File: config.mk
export PLATFORM = sky130hd
export DESIGN_NAME = sram_mem_ctrl
export DESIGN_NICKNAME = d
export VERILOG_FILES = /design/src/rtl/sram_mem_ctrl.sv
export SDC_FILE = /design/constraint.sdc
export NUM_CORES = 1
export LEC_CHECK = 0
export BUFFER_PORTS_ARGS = -buffer_cell sky130_fd_sc_hd__buf_2
export CAP_MARGIN = 20
export CORE_MARGIN = 4
export CORE_UTILIZATION = 46
export DETAILED_ROUTE_END_ITERATION = 8
export GPL_ROUTABILITY_DRIVEN = 1
export PLACE_DENSITY_LB_ADDON = 0.2
export SETUP_SLACK_MARGIN = 0.15
export SLEW_MARGIN = 20
export SYNTH_ARGS = -nofsm -noshare
export SYNTH_HDL_FRONTEND = slang
export SYNTH_SLANG_ARGS = --single-unit
File: constraint.sdc
create_clock -name clk -period 1.75 [get_ports clk]
set_input_delay 0.35 -clock clk [delete_from_list [all_inputs] [get_ports clk]]
set_output_delay 0.35 -clock clk [all_outputs]
set_load 0.02 [all_outputs]
File: src/rtl/sram_mem_ctrl.sv
// MEM-stage controller: each DATA_W word becomes N = DATA_W/SRAM_DW narrow SRAM accesses of
// WAIT_CYC cycles each, with the pipeline frozen meanwhile. Define SRAM_RD_BUF_EN for a one-word read buffer.
module sram_mem_ctrl #(
    parameter int DATA_W    = 32,
    parameter int SRAM_DW   = 16,
    parameter int SRAM_AW   = 18,
    parameter int WAIT_CYC  = 5,
    parameter int BASE_ADDR = 1024
) (
    input  logic               clk,
    input  logic               rst,
    input  logic               mem_read_en,
    input  logic               mem_write_en,
    input  logic [31:0]        addr,
    input  logic [DATA_W-1:0]  wdata,
    output logic [DATA_W-1:0]  rdata,
    output logic               ready,
    output logic               freeze,
    output logic [SRAM_AW-1:0] sram_addr,
    output logic [SRAM_DW-1:0] sram_wdata,
    input  logic [SRAM_DW-1:0] sram_rdata,
    output logic               sram_we_n,
    output logic               sram_dq_oe
);

    localparam int N       = DATA_W / SRAM_DW;
    localparam int HW      = (N > 1) ? $clog2(N) : 1;
    localparam int CW      = (WAIT_CYC > 1) ? $clog2(WAIT_CYC) : 1;
    localparam int BYTE_SH = $clog2(DATA_W / 8);

    localparam logic [HW-1:0]      H_LAST      = HW'(N - 1);
    localparam logic [CW-1:0]      C_LAST      = CW'(WAIT_CYC - 1);
    localparam logic [HW-1:0]      ONE_H       = HW'(1);
    localparam logic [CW-1:0]      ONE_C       = CW'(1);
    localparam logic [SRAM_AW-1:0] ONE_A       = SRAM_AW'(1);
    // With a single wait cycle the strobe cannot skip the first cycle of a half.
    localparam logic               WE_AT_START = (WAIT_CYC == 1);

    typedef enum logic [1:0] {IDLE, ACCESS, DONE} state_t;

    state_t             state;
    logic [HW-1:0]      h;
    logic [CW-1:0]      cnt;
    logic               op_write;
    logic [DATA_W-1:0]  wshift;
    logic [DATA_W-1:0]  rd_shadow;
    logic [DATA_W-1:0]  rd_merged;
    logic [31:0]        req_w;
    logic [SRAM_AW-1:0] req_base;
    logic               request;
    logic               buf_hit;
    logic [DATA_W-1:0]  buf_data;
    logic               accept;
    logic               half_end;
    logic               last_half;
    logic               read_done;

    assign request   = mem_read_en | mem_write_en;
    assign req_w     = (addr - 32'(BASE_ADDR)) >> BYTE_SH;
    assign req_base  = SRAM_AW'(req_w * 32'(N));
    assign accept    = (state == IDLE) && request && !buf_hit;
    assign half_end  = (state == ACCESS) && (cnt == C_LAST);
    assign last_half = (h == H_LAST);
    assign read_done = half_end && last_half && !op_write;
    assign freeze    = ((state == IDLE) && request) || (state == ACCESS);

    // Halves arrive low first, so each capture shifts in from the top.
    assign rd_merged = DATA_W'({sram_rdata, rd_shadow} >> SRAM_DW);

    // NOTE: sequential state uses non-blocking assignments so every register samples pre-edge values.
    always_ff @(posedge clk) begin
        if (rst) begin
            state      <= IDLE;
            h          <= '0;
            cnt        <= '0;
            op_write   <= 1'b0;
            rdata      <= '0;
            ready      <= 1'b0;
            sram_addr  <= '0;
            sram_wdata <= '0;
            sram_we_n  <= 1'b1;
            sram_dq_oe <= 1'b0;
        end else begin
            ready <= 1'b0;
            unique case (state)
                IDLE: begin
                    if (buf_hit) begin
                        state <= DONE;
                        ready <= 1'b1;
                        rdata <= buf_data;
                    end else if (request) begin
                        state      <= ACCESS;
                        h          <= '0;
                        cnt        <= '0;
                        op_write   <= mem_write_en;
                        sram_addr  <= req_base;
                        sram_wdata <= wdata[SRAM_DW-1:0];
                        sram_dq_oe <= mem_write_en;
                        sram_we_n  <= !(mem_write_en && WE_AT_START);
                    end
                end
                ACCESS: begin
                    if (cnt == C_LAST) begin
                        cnt <= '0;
                        if (last_half) begin
                            state      <= DONE;
                            ready      <= 1'b1;
                            sram_we_n  <= 1'b1;
                            sram_dq_oe <= 1'b0;
                            if (!op_write) rdata <= rd_merged;
                        end else begin
                            h          <= h + ONE_H;
                            sram_addr  <= sram_addr + ONE_A;
                            sram_wdata <= SRAM_DW'(wshift >> SRAM_DW);
                            sram_we_n  <= !(op_write && WE_AT_START);
                        end
                    end else begin
                        cnt       <= cnt + ONE_C;
                        sram_we_n <= !op_write;
                    end
                end
                DONE:    state <= IDLE;
                default: state <= IDLE;
            endcase
        end
    end

    // NOTE: pure datapath registers carry no reset; they are always loaded before being observed.
    always_ff @(posedge clk) begin
        if (accept) wshift <= wdata;
        else if (half_end && !last_half) wshift <= wshift >> SRAM_DW;
        if (half_end && !op_write) rd_shadow <= rd_merged;
    end

`ifdef SRAM_RD_BUF_EN
    logic        buf_valid;
    logic [31:0] buf_w;
    logic [31:0] word_idx;

    assign buf_hit = (state == IDLE) && mem_read_en && !mem_write_en && buf_valid && (buf_w == req_w);

    always_ff @(posedge clk) begin
        if (rst) buf_valid <= 1'b0;
        else if (accept && mem_write_en) buf_valid <= 1'b0;
        else if (read_done) buf_valid <= 1'b1;
    end

    always_ff @(posedge clk) begin
        if (accept) word_idx <= req_w;
        if (read_done) begin
            buf_w    <= word_idx;
            buf_data <= rd_merged;
        end
    end
`else
    assign buf_hit  = 1'b0;
    assign buf_data = '0;
`endif

endmodule
; ---- Yosys cells after proc, flatten, opt, wreduce, memory -nomap -nowiden
; Index checks and enable logic that the tools add are counted.
; Widths: inputs -> output; s select.
[totals]
register_bits = 140
input_bits = 84
out_inout_bits = 70
[op_classes]
addsub = 4
eq_ne = 6
mux = 29
bitwise_logic = 4
n_reduce_logical = 18
[ops]
columns = cell, n
row1 = $mux 32, 2
row2 = $mux 18, 3
row3 = $mux 16, 3
row4 = $pmux 18 s2, 1
row5 = $pmux 16 s2, 1
row6 = $sub 19x11->19 const B, 1
row7 = $add 18x1->18 const B, 1
row8 = $reduce_and 4->1, 3
row9 = $mux 1, 9
row10 = $mux 2, 3
row11 = $mux 3, 2
row12 = $ne 2x2->1 const B, 3
row13 = $pmux 1 s2, 3
row14 = $pmux 3 s2, 1
row15 = $reduce_and 3->1, 2
row16 = $logic_and 1x1->1, 4
row17 = $pmux 2 s2, 1
row18 = $reduce_and 2->1, 2
row19 = $reduce_bool 2->1, 2
row20 = $add 3x1->3 const B, 1
row21 = $eq 3x3->1 const B, 1
row22 = $not 1->1, 3
row23 = $reduce_or 3->1, 1
row24 = $eq 2x1->1 const B, 1
row25 = 6 further kinds, 7

; ---- Depth between registers and ports, before layout
[depth]
depth_word = 5
ltp_mapped = 10
ltp_nobuf = 9

; ---- Worst setup path after synthesis
; Ideal clock, no wire load.
[synth_timing]
path_kind = register to register
from = register cnt[0]
to = register rd_shadow[16] (enable)
setup_time_ps = 388
arrival_ps = 1559
t_required_ps = 1362
setup_slack_ps = -197
path_stages_with_launch = 5
n_path_buf = 0
period_less_slack_ps = 1947
cell_sequence = dfxtp_1 inv_1 ha_1 nand4b_2 nor2_1
[synth_via]
elab_chain_cells = 3
[synth_lines]
columns = item, line
row1 = start: declaration, 43  ; logic [CW-1:0] cnt;
row2 = start signal: assignment, 118  ; cnt <= cnt + ONE_C;
row3 = $eq 3x3->1, 62  ; assign half_end = (state == ACCESS) && (cnt == C_LAST);
row4 = $logic_and 1x1->1, 62
row5 = $logic_and 1x1->1, 132  ; if (half_end && !op_write) rd_shadow <= rd_merged;
row6 = end signal: assignment, 132
row7 = end: declaration, 46  ; logic [DATA_W-1:0] rd_shadow;
; Every way passes these cells.
; A chain may end at the register's enable or synchronous reset.

; ---- Worst setup path after layout
[layout_timing]
from = register cnt[1]
to = register sram_addr[14]
[layout_via]
elab_chain_cells = 3
[layout_lines]
columns = item, line
row1 = $eq 3x3->1, 103  ; if (cnt == C_LAST) begin
row2 = $ne 2x1->1 (no line), -
row3 = $reduce_and 4->1 (no line), -
row4 = end signal: assignment, 96  ; sram_addr <= req_base;
row5 = end signal: assignment, 113  ; sram_addr <= sram_addr + ONE_A;
row6 = end: declaration, 19  ; output logic [SRAM_AW-1:0] sram_addr,
; Every way passes these cells.

==> impl_metrics.toml <==
[setup_path]
worstPathMaxFanout = 6
path_common_cell = "nor2_4"
critPathRequiredTime_ns = 2.02
timing.critical_path.slowest_stage_cell = "dfxtp_2"
timing.critical_path.from_type = "flip-flop"
cp_cell_sequence = "inv_2 -> ha_4 -> nand4b_4 -> nor2_4 -> nor2_4 -> clkinv_4 -> buf_12 -> o211a_1 -> a21boi_1"
worst_setup_path_end_kind = "flip-flop"
critical_path_arrival_ns = 1.93
crit_type = "flip-flop to flip-flop"
crit_path_max_incr_delay_ns = 0.36

[pwr]
power.leakage_uw = 0.00267
comb_power_share = 0.192
pwr_density_cell_mw_per_mm2 = 807
switchingPower_uw = 1540
p_sw_frac = 0.292
power.share.sequential = 0.532
irDropWorstVdd_uv = 418
power.clock.fraction = 0.276
intPower_uw = 3730

[placement]
place.gp.congestion = 0.810
place.port_buffers = 138
place_area_mm2 = 0.00565
dp.final_hpwl_um = 8080
pre_cts_ws_ns = -0.0517

[clocking]
tritoncts = "built"
clk-insertion-delay-late_ns = 0.37
post_cts_hold_fix_bufs = 0
numCtsBuffers = 9
clock_sink_count = 108
clock_tree.buffer_depth = 2
root_buffer = "clkbuf_8"
cts-htree-levels = 3
clkSlewWorstSetupHoldPaths_ns = 0.11

[job]
max_cap_violations = 0

[yosys]
ys.warnings.count = 0
ys_types = 53
synth_top_cells_by_count = "nand2_1 (121), dfxtp_1 (76), a21oi_1 (51)"
post_synth.cell_area_avg_um2 = 9.37
synth.cell_area_mm2 = 0.00467
synthDominantCellAreaShare = 0.326
synth.net_count = 586
ys_seq_elements = 108
synth_top_cells_by_area = "dfxtp_1 (33%), edfxtp_1 (21%), nand2_1 (9.7%)"
synth-edff-count = 32
most_instantiated_flip_flop_cell_in_the_synthesis_netlist = "dfxtp_1"
seq_area_frac_synth = 0.532
yosys.cell_count.top_type = "nand2_1"
synthDominantAreaCellType = "dfxtp_1"
post_synth_inst_count = 498
synth-async-reset-ratio = 0

[worst_hold_path]
timing.hold.worst.class = "input port to flip-flop"

[routing]
antenna_violating_nets_post_route = 0
routed_wire_length_per_instance_um = 16.4
routed-via-count = 4260
detail_route.vias_per_cell = 5.34
post-route-drc-count = 0
drtPass1Iterations = 5
first_iter_violations = 227
drt-total-wl_um = 13100

[finish]
layout_area_growth_over_synthesis_pct = 40.0
num-fill-cells = 824
stdcell_area_mm2 = 0.00653
final_util = 0.665
layout-drive-gt1-share = 0.468
final_net_count = 748
antennaDiodeCount = 0

[sta]
hold_viol_final = 0
whs_ns = 0.159
slew_viol_final = 0
fin_skew_ns = 0.0156
setup_tns_ns = 0
final_period_utilization = 0.948
report.final.setup_viol = 0
timing.final.ws_setup_ns = 0.0912
layout_min_cycle_time_ns = 1.66
tightestPinTransition_ns = 0.446
relSlewSlack = 0.703
max_freq_mhz = 603
rsz0062_at_grt = "yes"

[die]
die_height_um = 109
start_util = 0.475
dieArea_mm2 = 0.0118
floorplan.die.width_um = 109
number_of_placed_i_o_pins = 154
std_cell_rows = 36
core_footprint_mm2 = 0.00982

[global_routing]
global_route.usage.total = 0.203
overflow = 0
grt_first_pass_wirelength_um = 19000
vias_in_the_first_global_route = 3954
antenna_violations_before_repair = 1
grt_start_max_net_pins = 75

[status]
run_status = "finished, final reports clean"
[layer usage]
| metal | part of all wire | track usage | wire, um |
|---|---|---|---|
| met3 | 0.055 | 0.0403 | 716 |
| met4 | 0.012 | 0.0676 | 159 |
| met2 | 0.51 | 0.333 | 6620 |
| met1 | 0.43 | 0.270 | 5580 |
| met5 | 0.00092 | 0 | 12 |
[flip-flops by register name, summed over array words and instances, names as in the netlist]
signal      cells
cnt             3
h               1
op_write        1
rd_shadow      16
rdata          32
ready           1
sram_addr      18
sram_dq_oe      1
sram_wdata     16
sram_we_n       1
state           2
wshift         16
[metrics by stage]
step,cells,total power (uW)
after floorplan,498,3380
after global placement,757,3680
after detailed placement,757,3710
after CTS,779,5180
after global routing,798,5520
final,798,5270
[final cells by class]
cell class                      count  area, um2  share of cell area
Clock buffer                       11        141              0.0216
Tap cell                          133        166              0.0255
Timing Repair inverter              1       8.76             0.00134
Multi-Input combinational cell    350       2360               0.361
Clock inverter                      5       43.8             0.00670
Inverter                            7       31.3             0.00479
Timing Repair Buffer              183       1290               0.197
Sequential cell                   108       2500               0.383
[worst paths after layout]
path	startpoint	endpoint	slack, ns	cells past startpoint
worst min-delay path	sram_rdata[2]	rd_shadow[18]	0.16	1
worst max-delay path	cnt[1]	sram_addr[14]	0.09	9
worst max register to register	cnt[1]	sram_addr[14]	0.09	9
worst min register to register	rdata[11]	rdata[11]	0.46	2
[cell families after synthesis]
group | synth area share
simple gates | 0.234
buf+inv | 0.0410
fa+ha+maj | 0.0107
compound gates | 0.172
xor+xnor | 0.0113
flops | 0.532
[power by group through the flow]
stage	Sequential (uW)	Combinational [uW]	Clock [uW]
2_1_floorplan	2940	439	0
3_3_place_gp	2840	838	0
3_5_place_dp	2850	858	0
4_1_cts	2800	889	1490
5_1_grt	2820	1100	1610
6_report	2800	1010	1460
[worst max-delay path: cells and delay by family, from the launching register on]
kind / cells / cell delay (ns)
AND/OR/NAND/NOR: 3 / 0.38
flip-flops: 1 / 0.36
buffers and inverters: 3 / 0.34
AO/OA/AOI/OAI: 2 / 0.31
adder cells (fa/ha/maj): 1 / 0.17
[placed cells by master, fill, tap and decap left out, drive strengths merged, types with 3 or more instances in the layout]
cell type / netlist / final
buf: 17 / 177
nand2: 121 / 121
dfxtp: 76 / 76
a21oi: 51 / 51
nor2: 38 / 38
edfxtp: 32 / 32
and2: 21 / 21
o21ai: 19 / 19
a311oi: 17 / 17
clkbuf: 16 / 17
nand3: 12 / 12
inv: 7 / 9
nor3: 7 / 7
nand4: 5 / 5
and4: 5 / 5
clkinv: 0 / 4
xnor2: 4 / 4
ha: 4 / 4
a22oi: 3 / 3
o31ai: 3 / 3
a211oi: 3 / 3
nor3b: 3 / 3
o22ai: 3 / 3
a31oi: 3 / 3
and3: 3 / 3
[timing repair]
action / 4_1_cts / 5_1_grt
pin swaps: 3 / 32
buffers inserted: 5 / 9
cloned: 1 / 10
endpoints found under the setup margin: 80 / 62
gates resized for setup: 13 / 95
Power figures use the tool's default switching activity.
